$ cat src/rtl/issue_scoreboard_if.sv
// Decode-to-scoreboard bundle: issue request, hazard status and writeback events.
// Latency: none, wires only.
// Backpressure: issue_ready_o is the accept signal back to decode (fire = valid & ready).
//
// Signals (names mirror the scoreboard's port list):
//   issue_valid_i/issue_ready_o      issue handshake
//   rs1/rs2/rd_addr_i, uses_*/writes  operand descriptors of the presented instruction
//   fu_id_i, fu_busy_i               target FU and per-FU cannot-accept flags
//   wb_valid_i/wb_addr_i/wb_fu_id_i  writeback event
//   flush_i                          discard all pending ownership
//   busy_vec_o, pending_count_o      registered busy bits and their popcount
//   stall_*_o, wb_mismatch_o         hazard reasons and stale-writeback pulse
interface issue_scoreboard_if #(
    parameter int REG_ADDR_WIDTH = 5,
    parameter int FU_ID_WIDTH    = 2
);
    localparam int ENTRIES = 2**REG_ADDR_WIDTH;
    localparam int NUM_FU  = 2**FU_ID_WIDTH;

    logic                      issue_valid_i;
    logic                      issue_ready_o;
    logic [REG_ADDR_WIDTH-1:0] rs1_addr_i;
    logic [REG_ADDR_WIDTH-1:0] rs2_addr_i;
    logic [REG_ADDR_WIDTH-1:0] rd_addr_i;
    logic                      uses_rs1_i;
    logic                      uses_rs2_i;
    logic                      writes_rd_i;
    logic [FU_ID_WIDTH-1:0]    fu_id_i;
    logic [NUM_FU-1:0]         fu_busy_i;
    logic                      wb_valid_i;
    logic [REG_ADDR_WIDTH-1:0] wb_addr_i;
    logic [FU_ID_WIDTH-1:0]    wb_fu_id_i;
    logic                      flush_i;
    logic [ENTRIES-1:0]        busy_vec_o;
    logic [REG_ADDR_WIDTH:0]   pending_count_o;
    logic                      stall_raw_o;
    logic                      stall_waw_o;
    logic                      stall_struct_o;
    logic                      wb_mismatch_o;

    // Decode / writeback side.
    modport master (
        output issue_valid_i, rs1_addr_i, rs2_addr_i, rd_addr_i,
               uses_rs1_i, uses_rs2_i, writes_rd_i, fu_id_i, fu_busy_i,
               wb_valid_i, wb_addr_i, wb_fu_id_i, flush_i,
        input  issue_ready_o, busy_vec_o, pending_count_o,
               stall_raw_o, stall_waw_o, stall_struct_o, wb_mismatch_o
    );

    // Scoreboard side.
    modport slave (
        input  issue_valid_i, rs1_addr_i, rs2_addr_i, rd_addr_i,
               uses_rs1_i, uses_rs2_i, writes_rd_i, fu_id_i, fu_busy_i,
               wb_valid_i, wb_addr_i, wb_fu_id_i, flush_i,
        output issue_ready_o, busy_vec_o, pending_count_o,
               stall_raw_o, stall_waw_o, stall_struct_o, wb_mismatch_o
    );
endinterface

$ cat src/rtl/issue_scoreboard.sv
// In-order issue scoreboard: per-register busy bit + owning FU, stalls on RAW/WAW/FU-busy.
// Latency: issue-to-busy and writeback-to-free each visible 1 cycle later; hazards are comb.
// Backpressure: issue_ready_o drops on any hazard or flush, independent of issue_valid_i.
//
// Ports: clk, rst (async active-high), sb (issue_scoreboard_if.slave: issue handshake,
// operand descriptors, FU busy flags, writeback, flush, busy/pending/stall/mismatch status).
module issue_scoreboard #(
    parameter int REG_ADDR_WIDTH = 5,
    parameter int FU_ID_WIDTH    = 2
) (
    input logic               clk,
    input logic               rst,
    issue_scoreboard_if.slave sb
);
    localparam int ENTRIES = 2**REG_ADDR_WIDTH;
    localparam int CNT_W   = REG_ADDR_WIDTH + 1;

    typedef logic [FU_ID_WIDTH-1:0] fu_t;

    logic [ENTRIES-1:0] busy_q;
    logic [ENTRIES-1:0] busy_d;
    fu_t                owner_q [ENTRIES];
    fu_t                owner_d [ENTRIES];
    logic               wb_mismatch_q;
    logic               wb_mismatch_d;

    logic               raw;
    logic               waw;
    logic               strct;
    logic               fire;
    logic               set_en;
    logic               wb_live;
    logic               wb_hit;
    logic [CNT_W-1:0]   pending;

    // Hazards look only at registered state: the register file returns the
    // pre-write value on a same-cycle writeback, so no bypass is allowed.
    assign raw   = (sb.uses_rs1_i && (sb.rs1_addr_i != '0) && busy_q[sb.rs1_addr_i]) ||
                   (sb.uses_rs2_i && (sb.rs2_addr_i != '0) && busy_q[sb.rs2_addr_i]);
    assign waw   = sb.writes_rd_i && (sb.rd_addr_i != '0) && busy_q[sb.rd_addr_i];
    assign strct = sb.fu_busy_i[sb.fu_id_i];

    assign sb.issue_ready_o  = !raw && !waw && !strct && !sb.flush_i;
    assign sb.stall_raw_o    = sb.issue_valid_i && raw;
    assign sb.stall_waw_o    = sb.issue_valid_i && waw;
    assign sb.stall_struct_o = sb.issue_valid_i && strct;

    assign fire    = sb.issue_valid_i && sb.issue_ready_o;
    assign set_en  = fire && sb.writes_rd_i && (sb.rd_addr_i != '0);
    assign wb_live = sb.wb_valid_i && (sb.wb_addr_i != '0);
    // Only the current owner may retire a busy register; anything else is stale.
    assign wb_hit  = wb_live && busy_q[sb.wb_addr_i] &&
                     (owner_q[sb.wb_addr_i] == sb.wb_fu_id_i);

    always_comb begin
        busy_d        = busy_q;
        owner_d       = owner_q;
        wb_mismatch_d = 1'b0;
        if (sb.flush_i) begin
            // Owners are left as-is; they are meaningless once busy is clear.
            busy_d = '0;
        end else begin
            if (wb_hit) begin
                busy_d[sb.wb_addr_i] = 1'b0;
            end
            wb_mismatch_d = wb_live && !wb_hit;
            // Applied after the clear so a same-register collision keeps it busy.
            if (set_en) begin
                busy_d[sb.rd_addr_i]  = 1'b1;
                owner_d[sb.rd_addr_i] = sb.fu_id_i;
            end
        end
        busy_d[0] = 1'b0;
    end

    always_ff @(posedge clk or posedge rst) begin
        if (rst) begin
            busy_q        <= '0;
            wb_mismatch_q <= 1'b0;
            for (int i = 0; i < ENTRIES; i++) begin
                owner_q[i] <= '0;
            end
        end else begin
            busy_q        <= busy_d;
            wb_mismatch_q <= wb_mismatch_d;
            owner_q       <= owner_d;
        end
    end

    always_comb begin
        pending = '0;
        for (int i = 0; i < ENTRIES; i++) begin
            pending = pending + CNT_W'(busy_q[i]);
        end
    end

    assign sb.busy_vec_o      = busy_q;
    assign sb.pending_count_o = pending;
    assign sb.wb_mismatch_o   = wb_mismatch_q;
endmodule
$ cat src/flat_wrapper.sv
// flat-port wrapper written by rule: the top's interface ports become plain ports
module issue_scoreboard_flat 
#(
    parameter int REG_ADDR_WIDTH = 5,
    parameter int FU_ID_WIDTH    = 2
)
  (clk, rst, sb_issue_valid_i, sb_rs1_addr_i, sb_rs2_addr_i, sb_rd_addr_i, sb_uses_rs1_i, sb_uses_rs2_i, sb_writes_rd_i, sb_fu_id_i, sb_fu_busy_i, sb_wb_valid_i, sb_wb_addr_i, sb_wb_fu_id_i, sb_flush_i, sb_issue_ready_o, sb_busy_vec_o, sb_pending_count_o, sb_stall_raw_o, sb_stall_waw_o, sb_stall_struct_o, sb_wb_mismatch_o);
  issue_scoreboard_if #(.REG_ADDR_WIDTH(REG_ADDR_WIDTH), .FU_ID_WIDTH(FU_ID_WIDTH)) sb_i ();
  input logic clk;
  input logic rst;
  input wire logic [$bits(sb_i.issue_valid_i)-1:0] sb_issue_valid_i;
  input wire logic [$bits(sb_i.rs1_addr_i)-1:0] sb_rs1_addr_i;
  input wire logic [$bits(sb_i.rs2_addr_i)-1:0] sb_rs2_addr_i;
  input wire logic [$bits(sb_i.rd_addr_i)-1:0] sb_rd_addr_i;
  input wire logic [$bits(sb_i.uses_rs1_i)-1:0] sb_uses_rs1_i;
  input wire logic [$bits(sb_i.uses_rs2_i)-1:0] sb_uses_rs2_i;
  input wire logic [$bits(sb_i.writes_rd_i)-1:0] sb_writes_rd_i;
  input wire logic [$bits(sb_i.fu_id_i)-1:0] sb_fu_id_i;
  input wire logic [$bits(sb_i.fu_busy_i)-1:0] sb_fu_busy_i;
  input wire logic [$bits(sb_i.wb_valid_i)-1:0] sb_wb_valid_i;
  input wire logic [$bits(sb_i.wb_addr_i)-1:0] sb_wb_addr_i;
  input wire logic [$bits(sb_i.wb_fu_id_i)-1:0] sb_wb_fu_id_i;
  input wire logic [$bits(sb_i.flush_i)-1:0] sb_flush_i;
  output wire logic [$bits(sb_i.issue_ready_o)-1:0] sb_issue_ready_o;
  output wire logic [$bits(sb_i.busy_vec_o)-1:0] sb_busy_vec_o;
  output wire logic [$bits(sb_i.pending_count_o)-1:0] sb_pending_count_o;
  output wire logic [$bits(sb_i.stall_raw_o)-1:0] sb_stall_raw_o;
  output wire logic [$bits(sb_i.stall_waw_o)-1:0] sb_stall_waw_o;
  output wire logic [$bits(sb_i.stall_struct_o)-1:0] sb_stall_struct_o;
  output wire logic [$bits(sb_i.wb_mismatch_o)-1:0] sb_wb_mismatch_o;
  assign sb_i.issue_valid_i = sb_issue_valid_i;
  assign sb_i.rs1_addr_i = sb_rs1_addr_i;
  assign sb_i.rs2_addr_i = sb_rs2_addr_i;
  assign sb_i.rd_addr_i = sb_rd_addr_i;
  assign sb_i.uses_rs1_i = sb_uses_rs1_i;
  assign sb_i.uses_rs2_i = sb_uses_rs2_i;
  assign sb_i.writes_rd_i = sb_writes_rd_i;
  assign sb_i.fu_id_i = sb_fu_id_i;
  assign sb_i.fu_busy_i = sb_fu_busy_i;
  assign sb_i.wb_valid_i = sb_wb_valid_i;
  assign sb_i.wb_addr_i = sb_wb_addr_i;
  assign sb_i.wb_fu_id_i = sb_wb_fu_id_i;
  assign sb_i.flush_i = sb_flush_i;
  assign sb_issue_ready_o = sb_i.issue_ready_o;
  assign sb_busy_vec_o = sb_i.busy_vec_o;
  assign sb_pending_count_o = sb_i.pending_count_o;
  assign sb_stall_raw_o = sb_i.stall_raw_o;
  assign sb_stall_waw_o = sb_i.stall_waw_o;
  assign sb_stall_struct_o = sb_i.stall_struct_o;
  assign sb_wb_mismatch_o = sb_i.wb_mismatch_o;
  issue_scoreboard #(.REG_ADDR_WIDTH(REG_ADDR_WIDTH), .FU_ID_WIDTH(FU_ID_WIDTH)) u_core (.clk(clk), .rst(rst), .sb(sb_i));
endmodule
$ cat config.mk
export PLATFORM = sky130hd
export DESIGN_NAME = issue_scoreboard_flat
export DESIGN_NICKNAME = d
export VERILOG_FILES = /design/src/rtl/issue_scoreboard_if.sv /design/src/rtl/issue_scoreboard.sv /design/src/flat_wrapper.sv
export SDC_FILE = /design/constraint.sdc
export NUM_CORES = 1
export LEC_CHECK = 0
export CAP_MARGIN = 5
export CORE_ASPECT_RATIO = 1.1
export CORE_MARGIN = 8
export CORE_UTILIZATION = 40
export DETAILED_ROUTE_END_ITERATION = 8
export GPL_ROUTABILITY_DRIVEN = 0
export HOLD_SLACK_MARGIN = 0.03
export PLACE_DENSITY = 0.67
export SLEW_MARGIN = 40
export SYNTH_ARGS = -nofsm -noshare
export SYNTH_HDL_FRONTEND = slang
export SYNTH_SLANG_ARGS = --single-unit
$ cat constraint.sdc
create_clock -name clk -period 7.7 [get_ports clk]
set_input_delay 1.54 -clock clk [delete_from_list [all_inputs] [get_ports clk]]
set_output_delay 1.54 -clock clk [all_outputs]
set_load 0.01 [all_outputs]
# --- Yosys cells after proc, flatten, opt, wreduce, memory -nomap -nowiden ---
# Index checks and enable logic that the tools add are counted.
word_totals:
  elab_cells: 139
  output_inout_bits: 43
  regBits: 96
classes:
  n_reduce_logical: 33
  n_eq_ne: 1
  mux: 25
  addsub: 30
  n_bitwise: 6
  order_cmp: 10
op_table:
  columns: ["cell", "count"]
  rows:
  - ["$add A6 B1 Y6", 29]
  - ["$mux W32", 4]
  - ["$bwmux W64", 1]
  - ["$and A32 B32 Y32", 1]
  - ["$not A32 Y32", 1]
  - ["$or A32 B32 Y32", 1]
  - ["$lt A5 B6 Y1 const B", 4]
  - ["$logic_and A1 B1 Y1", 22]
  - ["$bmux W1 S5", 4]
  - ["$reduce_bool A5 Y1", 4]
  - ["$ge A6 B6 Y1 const B", 2]
  - ["$not A5 Y6", 2]
  - ["$bmux W2 S5", 1]
  - ["$demux W1 S5", 2]
  - ["$demux W2 S5", 1]
  - ["$ge A5 B1 Y1 const B", 2]
  - ["$mux W1", 8]
  - ["$lt A6 B1 Y1 const B", 1]
  - ["$mux W2", 3]
  - ["$logic_not A1 Y1", 5]
  - ["$lt A2 B3 Y1 const B", 1]
  - ["$add A1 B1 Y2", 1]
  - ["$bmux W1 S2", 1]
  - ["$eq A2 B2 Y1", 1]
  - ["3 further kinds", 3]

# --- Longest topological paths before layout ---
logic_depth:
  word_depth: 30
  depth_mapped: 17

# --- Worst setup path before layout ---
# Ideal clock, no wire load.
synth_path:
  path_kind: "flip-flop to output port"
  from: "reg u_core.busy_q[1], in the netlist u_core.sb.busy_vec_o[1]"
  to: "out sb_pending_count_o[4]"
  arrival_ps: 4864
  slack_ps: 1296
  required_time_ps: 6160
  path_stages_with_launch: 17
  path_buffers: 0
  cell_sequence: "dfrtp_1 -> ha_1 -> inv_1 -> fa_1 -> inv_1 -> fa_1 -> fa_1 -> fa_1 -> fa_1 -> inv_1 -> fa_1 -> inv_1 -> ha_1 -> fa_1 -> a21o_1 -> a21oi_1 -> xnor2_1"
synth_between:
  elab_chain_cells: 30
synth_lines:
  columns: ["element", "line_no", "text"]
  rows:
  - ["from (decl)", "issue_scoreboard.sv:20", "logic [ENTRIES-1:0] busy_q;"]
  - ["from (signal assigned)", "issue_scoreboard.sv:84", "busy_q <= busy_d;"]
  - ["$add A1 B1 Y2", "issue_scoreboard.sv:93", "pending = pending + CNT_W'(busy_q[i]);"]
  - ["$add A6 B1 Y6 (29 in series)", "issue_scoreboard.sv:93", null]
  - ["to (decl)", "flat_wrapper.sv:26", "output wire logic [$bits(sb_i.pending_count_o)-1:0] sb_pending_count_o;"]
# No other way between the ends.

# --- Final worst setup path ---
# Ends and elaborated chain as after synthesis.

==> impl_metrics.env <==
export IMPL_status="completed"
export IMPL_grt_pass1_wl_mm=36.4
export IMPL_worstReg2RegStart="u_core.sb.busy_vec_o[10]"
export IMPL_use_met1_pct=25.2
export IMPL_yosys_area_top_type_share_pct=32.0
export IMPL_total_power_mw=1.20
export IMPL_synth_area_mm2=0.00750
export IMPL_ys_ff_latch=96
export IMPL_yosysWarnings=0
export IMPL_start_util_pct=40.7
export IMPL_finalSetupViolCount=0
export IMPL_cp_startpoint="u_core.sb.busy_vec_o[1]"
export IMPL_synth_edf_count=0
export IMPL_grt_use_met3_pct=4.89
export IMPL_fillers=1679
export IMPL_viasPerCell=6.18
export IMPL_synth_area_leaders="dfrtp_1, mux2_4, mux2i_1"
export IMPL_postCtsSetupRepairBufs=0
export IMPL_critPathRequiredTime_ps=6160
export IMPL_cts_tree="done"
export IMPL_rows=52
export IMPL_hpwl_mm=16.8
export IMPL_die_area_mm2=0.0234
export IMPL_die_h_um=160
export IMPL_dp_cells=932
export IMPL_routed_wl_mm=23.2
export IMPL_period_needed_ps=7440
export IMPL_synth_commonest_cells="dfrtp_1, mux2i_1, nor2_1, inv_1, mux2_4"
export IMPL_p_leak_nw=3.84
export IMPL_grt_busiest_layer="met2"
export IMPL_drt_iter0_drc=654
export IMPL_cap_viol_max_count=0
export IMPL_area_delta_synth_final_pct=15.3
export IMPL_die_w_um=147
export IMPL_whs_endpoint="u_core.owner_q[63]"
export IMPL_synthCells=659
export IMPL_grtUsageMet2_pct=31.1
export IMPL_cts_hold_buf=0
export IMPL_drive_gt1_share_pct=19.0
export IMPL_fmax_mhz=134
export IMPL_fin_setup_tns_ps=0
export IMPL_power_density_mw_per_mm2=139
export IMPL_min_path_cells=0
export IMPL_ctsResizeCount=0
export IMPL_clock_tree_root_cell="clkbuf_16"
export IMPL_critPathLaunchType="register"
export IMPL_period_share_pct=96.6
export IMPL_min_path_type="reg -> reg"
export IMPL_avgSynthCellArea_um2=11.4
export IMPL_ir_worst_vdd_v=0.000115
export IMPL_htree_levels=3
export IMPL_post_drt_wl_per_cell_um=24.5
export IMPL_rsz0062_at_grt="no"
export IMPL_cp_end_kind="output port"
export IMPL_tightest_slew_ps=846
export IMPL_gr_total_overflow=0
export IMPL_ios=79
export IMPL_clk_pin_slew_worst_paths_ps=60
export IMPL_grt_pass1_vias=6129
export IMPL_maxSlewViolCount=0
export IMPL_r2r_slack_ps=3880
export IMPL_grt_max_degree=63
export IMPL_r2r_cells=7
export IMPL_rr_endpoint="u_core.owner_q[20]"
export IMPL_hold_viol=0
export IMPL_core_mm2=0.0184
export IMPL_seq_area_frac_synth_pct=32.0
export IMPL_drc=0
export IMPL_ys_flop_type="dfrtp_1"
export IMPL_nNetsFinal=768
export IMPL_post_synth_top_count_cell="dfrtp_1"
export IMPL_cts_buffer_depth=2
export IMPL_stdcell_count=949
export IMPL_track_usage_pct=19.8
export IMPL_min_from="u_core.owner_q[63]"
export IMPL_crit_path_max_fanout=7
export IMPL_ant_nets=0
export IMPL_slew_headroom_pct=43.4
export IMPL_antenna_found_initial=0
export IMPL_synth_nets=727
export IMPL_async_reset_ff_share_pct=100
export IMPL_numCtsBuffers=9
export IMPL_ys_types=66
export IMPL_skew_ps=6.67
export IMPL_synth_top_cell_by_area="dfrtp_1"
export IMPL_cts_sinks=96
export IMPL_crit_type="reg -> out"
export IMPL_clkLatencyLatePin_ps=360
export IMPL_vias=5865
export IMPL_drt_first_pass_iters=6
export IMPL_io_buffers=77
export IMPL_cp_arrival_ps=5900
==> power by group <==
part	switching, mW	internal (mW)
combinational	0.141	0.0866
clock	0.192	0.252
sequential	0.0127	0.518
total	0.346	0.856
==> flip-flops by register name, indices dropped and copies added (netlist names) <==
name	count
u_core.owner_q	64
u_core.sb.busy_vec_o	31
u_core.sb.wb_mismatch_o	1
==> layer usage <==
| metal | routed length (µm) | share of wire (%) | vias to the layer above |
|---|---|---|---|
| li1 | - | - | 2534 |
| met1 | 9450 | 41 | 2925 |
| met2 | 11100 | 48 | 338 |
| met3 | 1840 | 7.9 | 68 |
| met4 | 831 | 3.6 | 0 |
| met5 | 0 | 0 | - |
==> worst max path at each step <==
| stage | cells after the start | end |
|---|---|---|
| floorplan | 16 | sb_pending_count_o[4] |
| global placement | 17 | sb_pending_count_o[4] |
| detailed placement | 17 | sb_pending_count_o[4] |
| CTS | 17 | sb_pending_count_o[4] |
| global route | 17 | sb_pending_count_o[4] |
| finish | 17 | sb_pending_count_o[4] |
==> final cells by class <==
| cell class | instances | area (µm²) | area share, % |
|---|---|---|---|
| Multi-Input combinational cell | 464 | 4650 | 53.8 |
| Sequential cell | 96 | 2400 | 27.8 |
| Timing Repair Buffer | 89 | 850 | 9.83 |
| Tap cell | 243 | 304 | 3.52 |
| Clock buffer | 13 | 240 | 2.78 |
| Inverter | 40 | 153 | 1.77 |
| Clock inverter | 3 | 42.5 | 0.492 |
| Antenna cell | 1 | 2.50 | 0.0289 |
==> through the flow <==
step	cell area [µm²]	hold WS [ps]	util [%]	setup WS [ps]
after detailed placement	8360	367	45.4	615
after global placement	8360	367	45.4	727
after floorplan	7500	428	-	1300
final	8640	377	46.9	260
after global routing	8640	402	46.9	62.2
after CTS	8640	382	46.9	219
==> cells by family after synthesis <==
group           count (synthesis)  share of synthesized area (%)
compound gates                104                           10.3
xor+xnor                        5                          0.584
fa+ha+maj                      32                           7.64
buf+inv                        99                           6.22
flops                          96                           32.0
mux                           138                           25.2
other cells                     1                         0.0500
simple gates                  184                           17.9
==> layout by cell type, fill, tap and decap left out, drive strengths merged, types with 6 or more instances in the layout <==
cell            n
dfrtp          96
clkdlybuf4s50  74
mux2           64
mux2i          52
nor2           41
inv            40
nand4          38
nand2          28
fa             23
mux4           22
o21ai          19
o22ai          18
buf            15
clkbuf         13
nor3           12
o311ai         10
a21o           10
nand3          10
ha              9
nor2b           7
nor3b           6
nand3b          6
nand2b          6
a21oi           6
a41oi           6
==> worst max-delay path, cell delays in order, from the launching register on <==
cell	delay, ps
dfrtp_1	460
ha_1	310
inv_1	40
fa_1	470
inv_1	50
fa_1	530
fa_1	450
fa_1	500
fa_1	510
inv_1	50
fa_1	480
inv_1	40
ha_1	200
fa_1	410
a21o_1	170
a21oi_1	180
xnor2_1	140
clkdlybuf4s50_1	560
Power figures use the tool's default switching activity.
